## config.mk

```make
export PLATFORM = sky130hd
export DESIGN_NAME = branch_predict_unit
export DESIGN_NICKNAME = d
export VERILOG_FILES = /design/src/rtl/branch_predict_unit.sv
export SDC_FILE = /design/constraint.sdc
export NUM_CORES = 1
export LEC_CHECK = 0
export CORE_MARGIN = 1
export CORE_UTILIZATION = 40
export DETAILED_ROUTE_END_ITERATION = 6
export MAX_ROUTING_LAYER = met4
export PLACE_DENSITY_LB_ADDON = 0.05
export SYNTH_ARGS = -nofsm -noshare
export SYNTH_HDL_FRONTEND = slang
export SYNTH_SLANG_ARGS = --single-unit
```

## constraint.sdc

```tcl
create_clock -name clk_i -period 4.1 [get_ports clk_i]
set_input_delay 0.82 -clock clk_i [delete_from_list [all_inputs] [get_ports clk_i]]
set_output_delay 0.82 -clock clk_i [all_outputs]
set_load 0.005 [all_outputs]
```

## src/rtl/branch_predict_unit.sv

```systemverilog
// ID-stage branch resolver for all six RV32I conditional branches, with an optional
// bimodal table of 2-bit counters read in IF and trained when a branch resolves in ID.
module branch_predict_unit #(
  parameter int XLEN      = 32,
  parameter int DEPTH     = 64,
  parameter int PRED_MODE = 1,
  parameter int IMM_SHIFT = 1,
  parameter int CNT_W     = 32
) (
  input  logic             clk_i,
  input  logic             rst_i,
  input  logic [XLEN-1:0]  if_pc_i,
  output logic             pred_taken_o,
  input  logic             id_valid_i,
  input  logic             stall_i,
  input  logic             Branch_i,
  input  logic [2:0]       funct3_i,
  input  logic             id_pred_taken_i,
  input  logic [XLEN-1:0]  RS1data_i,
  input  logic [XLEN-1:0]  RS2data_i,
  input  logic [XLEN-1:0]  Imm_i,
  input  logic [XLEN-1:0]  PC_i,
  output logic             Flush_o,
  output logic [XLEN-1:0]  PC_o,
  output logic [CNT_W-1:0] branch_cnt_o,
  output logic [CNT_W-1:0] mispred_cnt_o
);

  localparam int IDX_W = $clog2(DEPTH);

  logic             resolve;
  logic             taken;
  logic             legal;
  logic [XLEN-1:0]  target;
  logic [XLEN-1:0]  fall_through;
  logic [IDX_W-1:0] if_idx;
  logic [IDX_W-1:0] id_idx;

  assign resolve = id_valid_i & Branch_i & ~stall_i;
  assign if_idx  = if_pc_i[IDX_W+1:2];
  assign id_idx  = PC_i[IDX_W+1:2];

  // funct3 010/011 are not branches: treat as not-taken and keep them out of the table
  always_comb begin
    taken = 1'b0;
    legal = 1'b1;
    case (funct3_i)
      3'b000:  taken = (RS1data_i == RS2data_i);
      3'b001:  taken = (RS1data_i != RS2data_i);
      3'b100:  taken = ($signed(RS1data_i) <  $signed(RS2data_i));
      3'b101:  taken = ($signed(RS1data_i) >= $signed(RS2data_i));
      3'b110:  taken = (RS1data_i <  RS2data_i);
      3'b111:  taken = (RS1data_i >= RS2data_i);
      default: legal = 1'b0;
    endcase
  end

  assign target       = PC_i + (Imm_i << IMM_SHIFT);
  assign fall_through = PC_i + XLEN'(4);
  assign Flush_o      = resolve & (taken ^ id_pred_taken_i);
  assign PC_o         = taken ? target : fall_through;

  always_ff @(posedge clk_i or negedge rst_i) begin
    if (!rst_i) begin
      branch_cnt_o  <= '0;
      mispred_cnt_o <= '0;
    end else if (resolve) begin
      branch_cnt_o <= branch_cnt_o + CNT_W'(1);
      if (Flush_o) begin
        mispred_cnt_o <= mispred_cnt_o + CNT_W'(1);
      end
    end
  end

  generate
    if (PRED_MODE != 0) begin : g_bht
      logic [1:0] bht [DEPTH];

      // Reset to weak-not-taken so one taken outcome is enough to flip the prediction
      always_ff @(posedge clk_i or negedge rst_i) begin
        if (!rst_i) begin
          for (int i = 0; i < DEPTH; i++) begin
            bht[i] <= 2'b01;
          end
        end else if (resolve && legal) begin
          if (taken && (bht[id_idx] != 2'b11)) begin
            bht[id_idx] <= bht[id_idx] + 2'b01;
          end else if (!taken && (bht[id_idx] != 2'b00)) begin
            bht[id_idx] <= bht[id_idx] - 2'b01;
          end
        end
      end

      assign pred_taken_o = bht[if_idx][1];
    end else begin : g_static
      logic unused_static;
      assign unused_static = ^{if_idx, id_idx, legal};
      assign pred_taken_o  = 1'b0;
    end
  endgenerate

  logic unused_pc;
  assign unused_pc = ^{if_pc_i[XLEN-1:IDX_W+2], if_pc_i[1:0]};

endmodule

```

# Word level (Yosys, flattened, before mapping)
# Index checks and enable logic that the tools add are counted.
# totals
reg_bits	192
input_bits	169
output_inout_bits	98
elab_cells	120
# op_classes
n_addsub	6
magnitude_cmp	7
eq_ne	8
muxes	15
bitwise	7
n_reduce_logical	11
# ops
operator	count
128-bit bitwise mux	2
128-bit two-way mux	2
32-bit by 1-bit adder with 32-bit output, second input constant	2
32-bit >= comparator	2
32-bit < comparator	2
32-bit by 3-bit adder with 32-bit output, second input constant	1
32-bit adder	1
32-bit == test	1
32-bit two-way mux	1
32-bit inequality test	1
2-bit binary-select mux with 6-bit select	2
7-bit >= comparator, second input constant	2
6-bit inverter with 7-bit output	2
2-bit demux with 6-bit select	1
3-bit == test, second input constant	4
2-bit two-way mux	5
7-bit by 1-bit < comparator with 1-bit output, second input constant	1
1-bit one-hot mux with 6 select lines	1
6-bit OR reduction	1
1-bit logical AND	4
2-bit AND reduction	2
2-bit nonzero test	2
1-bit AND	3
3-bit by 1-bit == test with 1-bit output, second input constant	1
8 further kinds	8

# Longest topological paths before layout
# depth
word_depth	8
ltp_mapped	19
depth_no_buf	13

# Worst setup path before layout
# Ideal clock, no wire load.
# synth_path
kind	input-to-output
startpoint	input if_pc_i[2]
endpoint	output pred_taken_o
arrival_time_ns	3.232
required_ns	3.280
setup_slack_ns	0.048
cell_stages	5
path_buffers	2
cell_sequence	clkbuf_1 buf_1 mux4_2 mux4_2 mux4_2
# synth_between
elab_chain_len	4
# synth_lines
item	line	rtl
start: declaration	12	input logic [XLEN-1:0] if_pc_i,
6-bit inverter with 7-bit output (not written as such)	94	assign pred_taken_o = bht[if_idx][1];
2-bit binary-select mux with 6-bit select	94	
2-bit two-way mux (not written as such) (2 in series)	94	
end: declaration	13	output logic pred_taken_o,
# No other way between the ends. The select of a mux whose other input is x is not followed.

# Worst setup path in the final report
# layout_path
startpoint	input RS2data_i[26]
endpoint	output PC_o[12]
# layout_between
elab_chain_len	3
elab_cells_between_ends	8
classes_between	order compare (4); eq/ne (2); mux (2)
# layout_lines
item	line	rtl
start: declaration	20	input logic [XLEN-1:0] RS2data_i,
32-bit >= comparator, or another cell as far along	53	3'b111: taken = (RS1data_i >= RS2data_i);
1-bit one-hot mux with 6 select lines *	47	case (funct3_i)
32-bit two-way mux *	61	assign PC_o = taken ? target : fall_through;
end: declaration	24	output logic [XLEN-1:0] PC_o,
# Mark *: on every way between the ends. The rest lies on a longest branch, timed or not.

==> results.txt <==
Multi-input logic area -> 10000 um2
Post-Synth XOR/XNOR Area -> 6.64%
Post-synth ARST share -> 100%
Maximum VDD drop -> 0.335 mV
CTS Hold Bufs -> 0
Fmax -> 241 MHz
Worst Tran Pin Value -> 0.898 ns
Failing checks -> setup timing
Worst Path Arrival -> 3.33 ns
Worst reg-to-reg setup slack -> 0.81 ns
Synth Area in Simple Gates -> 20.4%
Reg2reg path depth -> 13
All-Layer GR Usage -> 29.4%
Top Family by Delay on Critical Path -> buffers and inverters
Total negative slack -> -0.564 ns
Area grow syn2layout -> 47.4%
Critical path launch point type -> primary input
Worst skew pair latency -> 0.46 ns
Critical Path Sink Type -> output port
H-Tree Depth -> 4
Die boundary width -> 192 um
Unrepaired setup endpoints after global routing -> true
Post-route minimum period -> 4.15 ns
Max-Cap Viols -> 0
Post-synthesis compound-gate area fraction -> 18.6%
CP Buf/Inv Count -> 7
Critical Path Fanout Max -> 12
Vias per cell -> 5.88
First-pass GRT wire length -> 81800 um
Slowest cell on crit path -> a311o_1
Nets -> 2314
Antenna Nets Post-Route -> 0
Worst-path clk slew -> 0.08 ns
Final WL -> 53000 um
IO buf count -> 237
Status -> finished with violations
Number of global-route vias before repair -> 14.8k
Num CTS Buffers -> 17
Final WS setup -> -0.0497 ns
Crit path largest cell delay -> 0.42 ns
TritonCTS clock tree -> done
Row count -> 69
Syn Area/Cell -> 9.00 um2
Area leader, netlist -> dfrtp_1
Number of I/O pins -> 267
Ys flop type -> dfrtp_1
Synth Net Count -> 1835
Reg-to-Reg End -> g_bht.bht[59]
Root buffer cell -> clkbuf_16
Vias post-DR -> 15.0k
Distinct cells, synth -> 80
Remaining DRCs -> 0
HPWL Detailed -> 36700 um
Register area -> 4880 um2
Routability Congestion -> 0.921
Setup violations, final -> 19
Core footprint -> 35500 um2
Synth Warn # -> 0
Power Dens Cells -> 287 nW/um2
Largest family of logic cells by synthesized area -> simple AND/OR/NAND/NOR gates
Final hold violations -> 0
Number of synthesized flops with an enable pin -> 0
Register area share after synthesis -> 34.0%
Initial antenna violation count -> 0
Crit-path cells -> buf_6 -> inv_4 -> ha_4 -> nand4_1 -> buf_4 -> nor4_4 -> buf_4 -> a2bb2oi_4 -> a311o_1 -> nand3_4 -> buf_6 -> buf_6 -> nand2_1 -> o21ai_1 -> clkdlybuf4s15_2
Final worst-path cycle share -> 101%
DR WL/cell -> 20.8 um
CP dominant cell by count -> buf_6
Synthesized area -> 14400 um2
Synthesis-stage register bit count -> 192
Fill count -> 3112
WHS -> 0.392 ns
Die ar. -> 36700 um2
Chip height -> 192 um
Slew Limit Fails -> 0
Share of the synthesized area in the top cell type -> 22.3%
Leak -> 8.93 nW
Initial core utilization -> 40.5%
Starting DRT DRC Count -> 1264
Max-slew headroom -> 40.1%
Grt total ovfl -> 0
Clock Skew -> 0.0149 ns
Ratio of cells with drive above 1 in the final layout -> 35.0%
Number of diodes -> 0
Hold WC Path Type -> primary input to asynchronous set/reset pin
Gate Count Post-Synth -> 1598
CTS Buffer Depth -> 2
Crit Path Category -> primary input to output port
Worst EP required -> 3.28 ns
Synth top area cells -> dfrtp_1 (22%), dfstp_2 (12%), ha_1 (5.8%), nor2_1 (4.8%), xnor2_1 (4.7%)
Pin count of the biggest net entering global routing -> 103
First drt pass iteration count -> 6
Multiplexer share of the synthesized area -> 9.85%
Clock sink count -> 192
Fin util -> 59.7%
Adder-cell share of the synthesized area -> 5.97%
## worst max-delay path by stage
| stage | from | endpoint | slack, ns | cells past startpoint |
|---|---|---|---|---|
| 6_report | RS2data_i[26] | PC_o[12] | -0.05 | 15 |
| 5_1_grt | RS2data_i[26] | PC_o[2] | -0.18 | 15 |
| 4_1_cts | RS2data_i[25] | Flush_o | -0.05 | 15 |
| 3_5_place_dp | PC_i[1] | PC_o[31] | -1.03 | 13 |
| 3_3_place_gp | RS2data_i[11] | PC_o[19] | -1.02 | 12 |
| 2_1_floorplan | if_pc_i[2] | pred_taken_o | 0.05 | 5 |
## layer usage
metal  track usage, %  share of wire, %
met3             4.99               6.6
met5                -                 0
met4             8.67               2.4
met1             37.3                42
met2             48.0                49
## synthesized netlist by cell type, types with 27 or more instances
cell type,number
nor2_1,183
nand2_1,177
dfrtp_1,128
nand3_1,107
a22oi_1,86
xnor2_1,77
ha_1,67
a221o_1,66
dfstp_2,64
inv_1,51
mux2_2,43
a21oi_1,40
clkbuf_1,37
o21ai_0,36
o22ai_1,34
xor2_1,32
buf_2,29
nand4_1,27
## cell families (layout without fill, tap and decap cells)
logic type | after synthesis | in the layout
and+or+nand+nor | 625 | 625
AOI/OAI and AO/OA | 354 | 355
DFF | 192 | 192
buffers and inverters | 143 | 634
xor gates and xnor gates | 109 | 109
muxes | 107 | 107
adders and majority gates | 68 | 68
## layout by cell type, fill, tap and decap left out, types with 27 or more instances in the layout
| cell type | netlist | routed |
|---|---|---|
| dfrtp_1 | 128 | 128 |
| mux2_2 | 43 | 43 |
| nand3_1 | 107 | 102 |
| dfstp_2 | 64 | 64 |
| ha_4 | 0 | 39 |
| xnor2_1 | 77 | 77 |
| dlygate4sd2_1 | 0 | 46 |
| nor2_1 | 183 | 180 |
| nand2_1 | 177 | 164 |
| a221o_1 | 66 | 66 |
| nand4_1 | 27 | 27 |
| buf_4 | 9 | 258 |
| a22oi_1 | 86 | 86 |
| clkdlybuf4s50_1 | 0 | 93 |
| xor2_1 | 32 | 32 |
| buf_2 | 29 | 38 |
| o22ai_1 | 34 | 33 |
| buf_6 | 6 | 39 |
## metrics by stage
| stage | instances | worst slack (ns) | cell area (um2) | power, mW |
|---|---|---|---|---|
| after floorplan | 1598 | 0.0481 | 14400 | 3.08 |
| after global placement | 2459 | -1.02 | 19100 | 4.10 |
| after detailed placement | 2459 | -1.03 | 19100 | 4.13 |
| after CTS | 2542 | -0.0483 | 20900 | 6.02 |
| after global routing | 2551 | -0.176 | 21200 | 6.37 |
| final | 2551 | -0.0497 | 21200 | 6.09 |
## timing repair
item | in CTS | in global routing
setup buffers | 55 | 9
pin swaps | 112 | 56
setup endpoints to repair | 161 | 161
gates cloned | 2 | 4
resized for setup | 530 | 87
## power by group
| group | internal (mW) | leakage [nW] | switching, mW | total [mW] |
|---|---|---|---|---|
| Clock | 0.824 | 0.284 | 0.879 | 1.70 |
| Sequential | 2.04 | 2.42 | 0.150 | 2.19 |
| Combinational | 1.09 | 6.23 | 1.11 | 2.20 |
| Total | 3.96 | 8.93 | 2.13 | 6.09 |
## area by class of cell
cell class	instances	share of cell area, %
Timing Repair Buffer	549	23.3
Clock buffer	19	2.09
Tap cell	461	2.72
Multi-Input combinational cell	1264	47.2
Inverter	53	0.986
Sequential cell	192	23.0
Clock inverter	13	0.608
(Power assumes the default switching activity.)
